## config.mk

```make
export PLATFORM = sky130hd
export DESIGN_NAME = pc_sequencer
export DESIGN_NICKNAME = d
export VERILOG_FILES = /design/src/rtl/pc_sequencer.sv
export SDC_FILE = /design/constraint.sdc
export NUM_CORES = 1
export LEC_CHECK = 0
export BUFFER_PORTS_ARGS = -buffer_cell sky130_fd_sc_hd__buf_4
export CAP_MARGIN = 20
export CORE_MARGIN = 8
export CORE_UTILIZATION = 39
export CTS_CLUSTER_DIAMETER = 200
export DETAILED_ROUTE_END_ITERATION = 10
export GPL_ROUTABILITY_DRIVEN = 0
export MAX_ROUTING_LAYER = met4
export PLACE_DENSITY_LB_ADDON = 0.2
export SYNTH_ARGS = -nofsm -noshare
export SYNTH_HDL_FRONTEND = slang
export SYNTH_SLANG_ARGS = --single-unit
```

## constraint.sdc

```tcl
create_clock -name clk -period 2.7 [get_ports clk]
set_clock_uncertainty 0.2 [all_clocks]
set_input_delay 0.81 -clock clk [delete_from_list [all_inputs] [get_ports clk]]
set_output_delay 0.81 -clock clk [all_outputs]
set_load 0.005 [all_outputs]
```

## src/rtl/pc_sequencer.sv

```systemverilog
// Program-counter sequencer: fetches instructions from an 8-bit address space,
// presents each one to decode, applies conditional branch redirects and counts
// retired instructions. A halt request parks the sequencer until reset.
module pc_sequencer (
  input  logic        clk,
  input  logic        reset,
  output logic        imem_req,
  output logic [7:0]  imem_addr,
  input  logic        imem_ack,
  output logic        instr_valid,
  output logic [7:0]  pc_out,
  input  logic        stall,
  input  logic        branch,
  input  logic        zero_flag,
  input  logic [63:0] immgen,
  input  logic        halt,
  output logic        taken,
  output logic [7:0]  retired
);

  typedef enum logic [1:0] {
    StIdle,
    StFetch,
    StIssue,
    StHalt
  } state_e;

  state_e     state_q, state_d;
  logic [7:0] pc_q, pc_d;
  logic [7:0] retired_q, retired_d;
  logic       taken_q, taken_d;

  // Immediate is in halfword units; only the low byte of the byte offset
  // matters because pc arithmetic wraps modulo 256.
  logic [7:0] br_offset;
  logic [7:0] br_target;
  logic [7:0] seq_target;
  logic       br_taken;
  logic       unused_immgen;

  assign br_offset     = {immgen[6:0], 1'b0};
  assign br_target     = pc_q + br_offset;
  assign seq_target    = pc_q + 8'd4;
  assign br_taken      = branch & zero_flag;
  assign unused_immgen = ^immgen[63:7];

  // State, pc, retire counter and taken pulse registers.
  always_ff @(posedge clk or posedge reset) begin
    if (reset) begin
      state_q   <= StIdle;
      pc_q      <= 8'h00;
      retired_q <= 8'h00;
      taken_q   <= 1'b0;
    end else begin
      state_q   <= state_d;
      pc_q      <= pc_d;
      retired_q <= retired_d;
      taken_q   <= taken_d;
    end
  end

  // Next-state, datapath update and Moore outputs.
  always_comb begin
    state_d     = state_q;
    pc_d        = pc_q;
    retired_d   = retired_q;
    taken_d     = 1'b0;
    imem_req    = 1'b0;
    instr_valid = 1'b0;

    case (state_q)
      StIdle: begin
        state_d = StFetch;
      end

      StFetch: begin
        imem_req = 1'b1;
        if (imem_ack) begin
          state_d = StIssue;
        end
      end

      StIssue: begin
        instr_valid = 1'b1;
        // Branch/halt inputs are only meaningful on the accepting cycle.
        if (!stall) begin
          retired_d = (retired_q == 8'hFF) ? retired_q : retired_q + 8'd1;
          if (br_taken) begin
            pc_d    = br_target;
            taken_d = 1'b1;
          end else begin
            pc_d = seq_target;
          end
          state_d = halt ? StHalt : StFetch;
        end
      end

      StHalt: begin
        state_d = StHalt;
      end

      default: begin
        state_d = StIdle;
      end
    endcase
  end

  assign imem_addr = pc_q;
  assign pc_out    = pc_q;
  assign retired   = retired_q;
  assign taken     = taken_q;

`ifndef SYNTHESIS
  // Fetch request and decode presentation never overlap.
  req_valid_excl_a: assert property (@(posedge clk) disable iff (reset)
    !(imem_req && instr_valid));

  // A redirect is always followed by FETCH or HALT, so taken never repeats.
  taken_pulse_a: assert property (@(posedge clk) disable iff (reset)
    taken |=> !taken);
`endif

endmodule
```

==> results of run 1 <==
-- metal layers --
layer  GRT usage  wire (um)  vias up
li1            -          -      523
met1       0.132       1270      504
met2       0.204       1470       26
met3      0.0275        137        0
met4      0.0340          0        0
met5           -          0        -
-- synthesized netlist by cell type --
cell and count:
sky130_fd_sc_hd__a2111oi_0 1, sky130_fd_sc_hd__a2111oi_2 1, sky130_fd_sc_hd__a211o_1 3, sky130_fd_sc_hd__a21o_1 2, sky130_fd_sc_hd__a21oi_1 8, sky130_fd_sc_hd__a221o_1 1, sky130_fd_sc_hd__a221oi_1 1, sky130_fd_sc_hd__a22oi_1 1
sky130_fd_sc_hd__a31oi_1 1, sky130_fd_sc_hd__and2_1 2, sky130_fd_sc_hd__and3_1 4, sky130_fd_sc_hd__and4_1 2, sky130_fd_sc_hd__buf_2 1, sky130_fd_sc_hd__buf_4 9, sky130_fd_sc_hd__clkbuf_1 1, sky130_fd_sc_hd__conb_1 1
sky130_fd_sc_hd__dfrtp_1 18, sky130_fd_sc_hd__fa_1 1, sky130_fd_sc_hd__ha_1 8, sky130_fd_sc_hd__inv_1 3, sky130_fd_sc_hd__mux2_2 2, sky130_fd_sc_hd__mux2i_1 1, sky130_fd_sc_hd__nand2_1 9, sky130_fd_sc_hd__nand3_1 7
sky130_fd_sc_hd__nand4_1 1, sky130_fd_sc_hd__nor2_1 7, sky130_fd_sc_hd__nor2b_1 3, sky130_fd_sc_hd__nor3_1 4, sky130_fd_sc_hd__nor3b_1 2, sky130_fd_sc_hd__nor3b_2 1, sky130_fd_sc_hd__nor4_1 1, sky130_fd_sc_hd__nor4_2 1
sky130_fd_sc_hd__o21a_1 1, sky130_fd_sc_hd__o21ai_0 5, sky130_fd_sc_hd__o31ai_4 1, sky130_fd_sc_hd__o32ai_1 1, sky130_fd_sc_hd__or3b_1 1, sky130_fd_sc_hd__xnor2_1 3, sky130_fd_sc_hd__xor2_1 7
-- cells by family after synthesis --
family	share of synthesized area
AND/OR/NAND/NOR	0.203
AO/OA/AOI/OAI	0.162
flip-flops	0.365
buffers and inverters	0.0711
XOR/XNOR	0.0711
adder cells (fa/ha/maj)	0.0975
multiplexers	0.0264
other	0.00304
-- where the power goes --
group | internal (uW) | switching, uW | total [uW]
Clock | 82.1 | 80.9 | 163
Sequential | 296 | 48.4 | 344
Combinational | 148 | 108 | 256
-- sequential cells by signal, summed over array words and instances (netlist names) --
register,flops
retired,8
imem_addr,7
state_q,2
taken,1
-- metrics by stage --
stage / instances / worst slack (ns) / hold slack [ns] / total power (uW) / instance area [um2]
finish: 208 / 0.185 / 0.304 / 763 / 1570
CTS: 208 / 0.167 / 0.308 / 779 / 1570
detailed placement: 204 / -0.156 / 0.291 / 611 / 1540
global placement: 204 / -0.142 / 0.287 / 601 / 1540
global route: 208 / 0.0606 / 0.319 / 823 / 1570
floorplan: 128 / 0.0992 / 0.285 / 495 / 1240
-- final timing paths --
kind | startpoint | endpoint | slack, ns | cells past startpoint
min reg2reg | retired[7] | retired[7] | 0.30 | 1
max in group asynchronous | reset | retired[2] | 1.45 | 2
max reg2reg | imem_addr[1] | imem_addr[7] | 0.36 | 6
max | immgen[0] | imem_addr[7] | 0.19 | 7
min | retired[7] | retired[7] | 0.30 | 1
min in group asynchronous | reset | state_q[1] | 0.42 | 2
-- area by class of cell --
type,count,share of cell area
well taps,44,0.0350
inverters,3,0.00715
clock buffers,4,0.0231
multi-input cells,96,0.444
repair buffers,43,0.205
flip-flops and latches,18,0.286
-- worst max-delay path, cell delays in order --
cell                        delay (ns)
sky130_fd_sc_hd__buf_4            0.11
sky130_fd_sc_hd__ha_1             0.20
sky130_fd_sc_hd__fa_1             0.40
sky130_fd_sc_hd__a211o_1          0.29
sky130_fd_sc_hd__a21oi_1          0.23
sky130_fd_sc_hd__mux2i_1          0.13
sky130_fd_sc_hd__a2111oi_2        0.33
==> run summary, run 1 <==
Dividing the final minimum period by the clock period gives 0.931. The maximum clock insertion buffer count is 2. The highest ir drop seen on vdd is 264 uV. The count of fill cells added during filler insertion is 296. At the pin with the least slew margin, the transition time is 0.685 ns.

The total negative slack for setup checks came out at 0 ns. The post-synthesis area per instance came out at ~9.7 um2. The net total in the final layout came out at 245. Gates resized during post-CTS repair numbered 0.

The worst setup path is launched from an input pin. The number of I/O port buffers came out at 38. The top cell type's share of synthesized area came out at 0.365. The number of nets with antenna violations after routing came out at 0. Setup repair after global routing left no endpoint under its margin.

The number of sinks on the clock net is 18. The worst setup path is captured at a flop. Of the synthesized area, sequential elements account for 0.365. The TritonCTS clock tree is done. The detailed-route wire length per cell is between 10 and 15 um. The count of synthesis-stage warnings from yosys is 0. The number of buffers created by CTS came out at 3. The routed via count is 1053.

The number of antenna violations at the first check in global routing is 0. Summing all multi-input logic gate instances after layout gives about 700 um2. The final core utilization came out at 0.520. The max-slew violation count is 0. Clock-pin slew was measured on the worst setup and hold paths at about 0.10 ns.

The final-report setup violation count is 0. The minimum clock period after layout came out at 2.51 ns. In this run, synthesis produced a sequential element count of 18. The number of global-route vias before repair is 1092.

The via density per instance came out at 5.06. The maximum net fanout on the critical path is 3. The total of hold buffers inserted after clock tree synthesis came out at 0. The top cell types in the final layout, fill and taps aside, are sky130_fd_sc_hd__buf_4 (43), sky130_fd_sc_hd__dfrtp_1 (18), sky130_fd_sc_hd__nand2_1 (9). The library cell used as clock root buffer is sky130_fd_sc_hd__clkbuf_4. The biggest area contributor in the post-synthesis netlist is sky130_fd_sc_hd__dfrtp_1. The min-delay analysis places its worst path in the category reg -> reg. The starting utilization of the core area is 0.407.

The post-CTS setup repair buffer count is 0. The antenna diode count came out at 0. The static leakage came out at 0.000805 uW.

The die span in y is 72.2 um. The number of ports placed on the die boundary came out at 98. Summing all flip-flop and latch instances after layout gives ~450 um2.

After synthesis, the cell types taking the most area are sky130_fd_sc_hd__dfrtp_1 (37%), sky130_fd_sc_hd__ha_1 (8.1%), sky130_fd_sc_hd__buf_4 (5.5%). The total wirelength of the detailed-routed design is 2870 um. The max-capacitance violation count is 0. The worst relative slew slack is 0.543. The kind of critical path is in -> reg. The number of H-tree branching levels came out at 1. The clock latency at the later pin of the worst-skew pair is a little under 0.3 ns.

The arrival time reported for the critical path endpoint came out at 2.49 ns. The first-pass GRT wire length is around 4900 um. The synthesized netlist contains 39 unique library cells. The most common cell after layout, fill and taps aside is sky130_fd_sc_hd__buf_4. Entering global routing, the biggest net connects 19 pins.

In this run the cell area of the synthesized design comes to between 1000 and 1500 um2. The die width is approximately 72 um. After floorplanning, the core was divided into 20 placement rows. Of the cells placed in the final design, the portion with a size suffix greater than 1 is 0.323. The floorplan step defined a core boundary enclosing 3030 um2.

The total overflow left after global routing is 0. For this run, design rule violations remaining after detail routing come to 0. The full die area is 5220 um2. The run finished with clean final reports. The final number of hold-violating endpoints is 0. The areal power density over the cells came out at 485 nW/um2.

Data on the critical path is required at its endpoint by approximately 2.7 ns. The length of the first detailed-routing pass in iterations is 4. The half-perimeter wire length of the detailed placement result is 2330 um. In this run, the number of DRC markers left after iteration 0 of detailed routing was 38. Compared with the post-synthesis result, the final layout area differs by 27.7%. Derived from the worst setup path, the maximum achievable clock frequency is 398 MHz. In the global route stage, overall resource usage came out at 0.118. The synthesized instance count is roughly 130.
(Power assumes the default switching activity.)
==> run 2: changes to the inputs <==
CORE_ASPECT_RATIO = 0.75   (was unset)
==> run 2 against run 1 <==
Net effect: sequential power barely moved; critical path depth unchanged; power grew 1.7%; clock-buffer cell count is 1 lower; register-to-register slack improved by 0.02 ns; combinational power decreased by 2%; clock power is 10% higher; largest power group unchanged; flip-flop and latch count is the same; non-clock buffer count fell by 1; sequential share of layout area rose by 0.11 points; cell count is 3.8% lower.
==> run summary, run 2 (same netlist as run 1, synthesis figures left out) <==
The worst relative slew slack came out at 0.535. The max-slew violation count came to 0. The wire-length estimate of the detail-placed layout is around 2400 um. The worst register-to-register path ends at imem_addr[7]. The max-capacitance violation count came out at 0. The clock latency at the later pin of the worst-skew pair came out at 0.25 ns. Of the available clock period, the critical path in the final layout requires 0.942. The full die area is 5230 um2.

After detailed routing, the number of vias per cell comes to between 5 and 6. Clock-pin slew was measured on the worst setup and hold paths at ~0.060 ns. The kind of end point of the critical path is a flop. For this design the ratio of total power to cell area is 495 nW/um2. The number of DRC markers in iteration 0 came out at 76. The maximum clock insertion buffer count came out at 2. VDD sags by at most 292 uV. The flow ran to the end, and the final reports show no timing, DRC or antenna violations. The number of I/O port buffers is 38.

TritonCTS built the clock tree. At the pin with the least slew margin, the transition time is a little under 0.7 ns. Buffers inserted during clock tree synthesis total 3.

The area added between synthesis and finish came out at 27.2%. The pin count of the biggest net entering global routing is 19. In this run the most critical hold path is launched from retired[7]. For this run, the post-layout net count is 244. The endpoint required time on the critical path is 2.63 ns. The final number of hold-violating endpoints came out at 0. The maximum clock frequency is 393 MHz. The arrival time reported for the critical path endpoint is 2.48 ns. For this block, the routed nets add up to approximately 3000 um of wire. The number of antenna violations at the first check in global routing is 0. The number of cells on the worst reg-to-reg path is 6.

The top cell types in the final layout, fill and taps aside, are sky130_fd_sc_hd__buf_4 (42), sky130_fd_sc_hd__dfrtp_1 (18), sky130_fd_sc_hd__nand2_1 (9). For this design, the CTS-stage hold fixing added 0 buffers. The die span in y is 64.7 um. The tightest min-delay check is of the reg -> reg type.

The slack of the worst reg-to-reg path is 0.38 ns. In this run the remaining antenna-violating nets after routing total 0. The total non-filler cell area in the finished layout came out at 1570 um2. The number of sinks on the clock net is 18. The number of cells on the worst hold path came out at 1.

The core footprint is roughly 3000 um2. In this run the critical register-to-register path is launched from imem_addr[1]. The die width is 80.9 um. Across every metal layer, demand over resource in global routing totals 0.117. The detailed-route wire length per cell is 14.8 um. The critical path in this run is classified as in -> reg. The number of global-route vias before repair is between 1000 and 1500. The library cell used as clock root buffer is sky130_fd_sc_hd__clkbuf_8.

The area after detailed placement came out at 1520 um2. CTS built an H-tree with a depth of 1. The most common cell after layout, fill and taps aside is sky130_fd_sc_hd__buf_4. The minimum clock period after layout is 2.54 ns. For this configuration, the core starts out at a cell density of 0.414. Once layout is complete, the utilization of the core stands at 0.526.

The routed via count is 1064. The number of flip-flops in the largest register came out at 8. The final-report setup violation count is 0. Of the cells placed in the final design, the portion with a size suffix greater than 1 is 0.321. The maximum net fanout on the critical path came out at 3.

In this run the count of I/O pins placed on the die edge is 98. The DRC violations left came out at 0. STA classifies the critical path startpoint as an input pin. The static leakage is between 0.0008 and 0.0009 uW. The first global-routing pass estimated just under 5000 um of wire.

The length of the first detailed-routing pass in iterations came out at 4. Setup repair after global routing left no endpoint under its margin. The standard-cell row count is 17. Summed over all layers, the global routing overflow is 0. The antenna diode count is 0. Final hold analysis gives a worst-case slack of approximately 0.30 ns. The hold path endpoint is retired[7]. In this run the worst setup path begins at immgen[0].
## run 2: stage by stage
stage	setup WS, ns	power, uW	instances	setup TNS [ns]
final	0.155	776	200	0
after global routing	0.0810	832	200	0
after CTS	0.0754	786	200	0
after detailed placement	-0.163	601	197	-0.247
after global placement	-0.147	594	197	-0.244
after floorplan	0.0992	495	128	0
## run 2: how the worst max path moves through the flow
stage	endpoint	slack (ns)	cells past startpoint
after detailed placement	imem_addr[7]	-0.16	7
after floorplan	imem_addr[7]	0.1	6
after CTS	imem_addr[7]	0.08	7
after global placement	imem_addr[7]	-0.15	7
final	imem_addr[7]	0.16	7
after global routing	imem_addr[7]	0.08	7
## run 2: final cells by class
class                           count  area (um2)
Fill cell                         285        1410
Multi-Input combinational cell     96         702
Sequential cell                    18         450
Timing Repair Buffer               42         315
Tap cell                           38        47.5
Clock buffer                        3        41.3
Inverter                            3        11.3
## run 2: critical path, stage by stage
cell and delay (ns):
sky130_fd_sc_hd__buf_4 0.11, sky130_fd_sc_hd__ha_1 0.20, sky130_fd_sc_hd__fa_1 0.40, sky130_fd_sc_hd__a211o_1 0.30, sky130_fd_sc_hd__a21oi_2 0.21, sky130_fd_sc_hd__mux2i_1 0.12, sky130_fd_sc_hd__a2111oi_2 0.33
## run 2: report_power, final
part	leakage [uW]	internal [uW]	switching (uW)	total [uW]
combinational	0.000545	142	108	250
sequential	0.000235	296	50.0	346
clock	0.0000216	98.9	81.4	180
total	0.000802	537	239	776
## run 2: timing repair
item	4_1_cts	5_1_grt
buffers inserted	0	0
setup endpoints to repair	0	1
gates resized for setup	0	1
## run 2: metal layers
| layer | global-route usage | wire length, um |
|---|---|---|
| met1 | 0.148 | 1370 |
| met2 | 0.183 | 1340 |
| met3 | 0.0455 | 254 |
| met4 | 0.00444 | 0 |
| met5 | - | 0 |
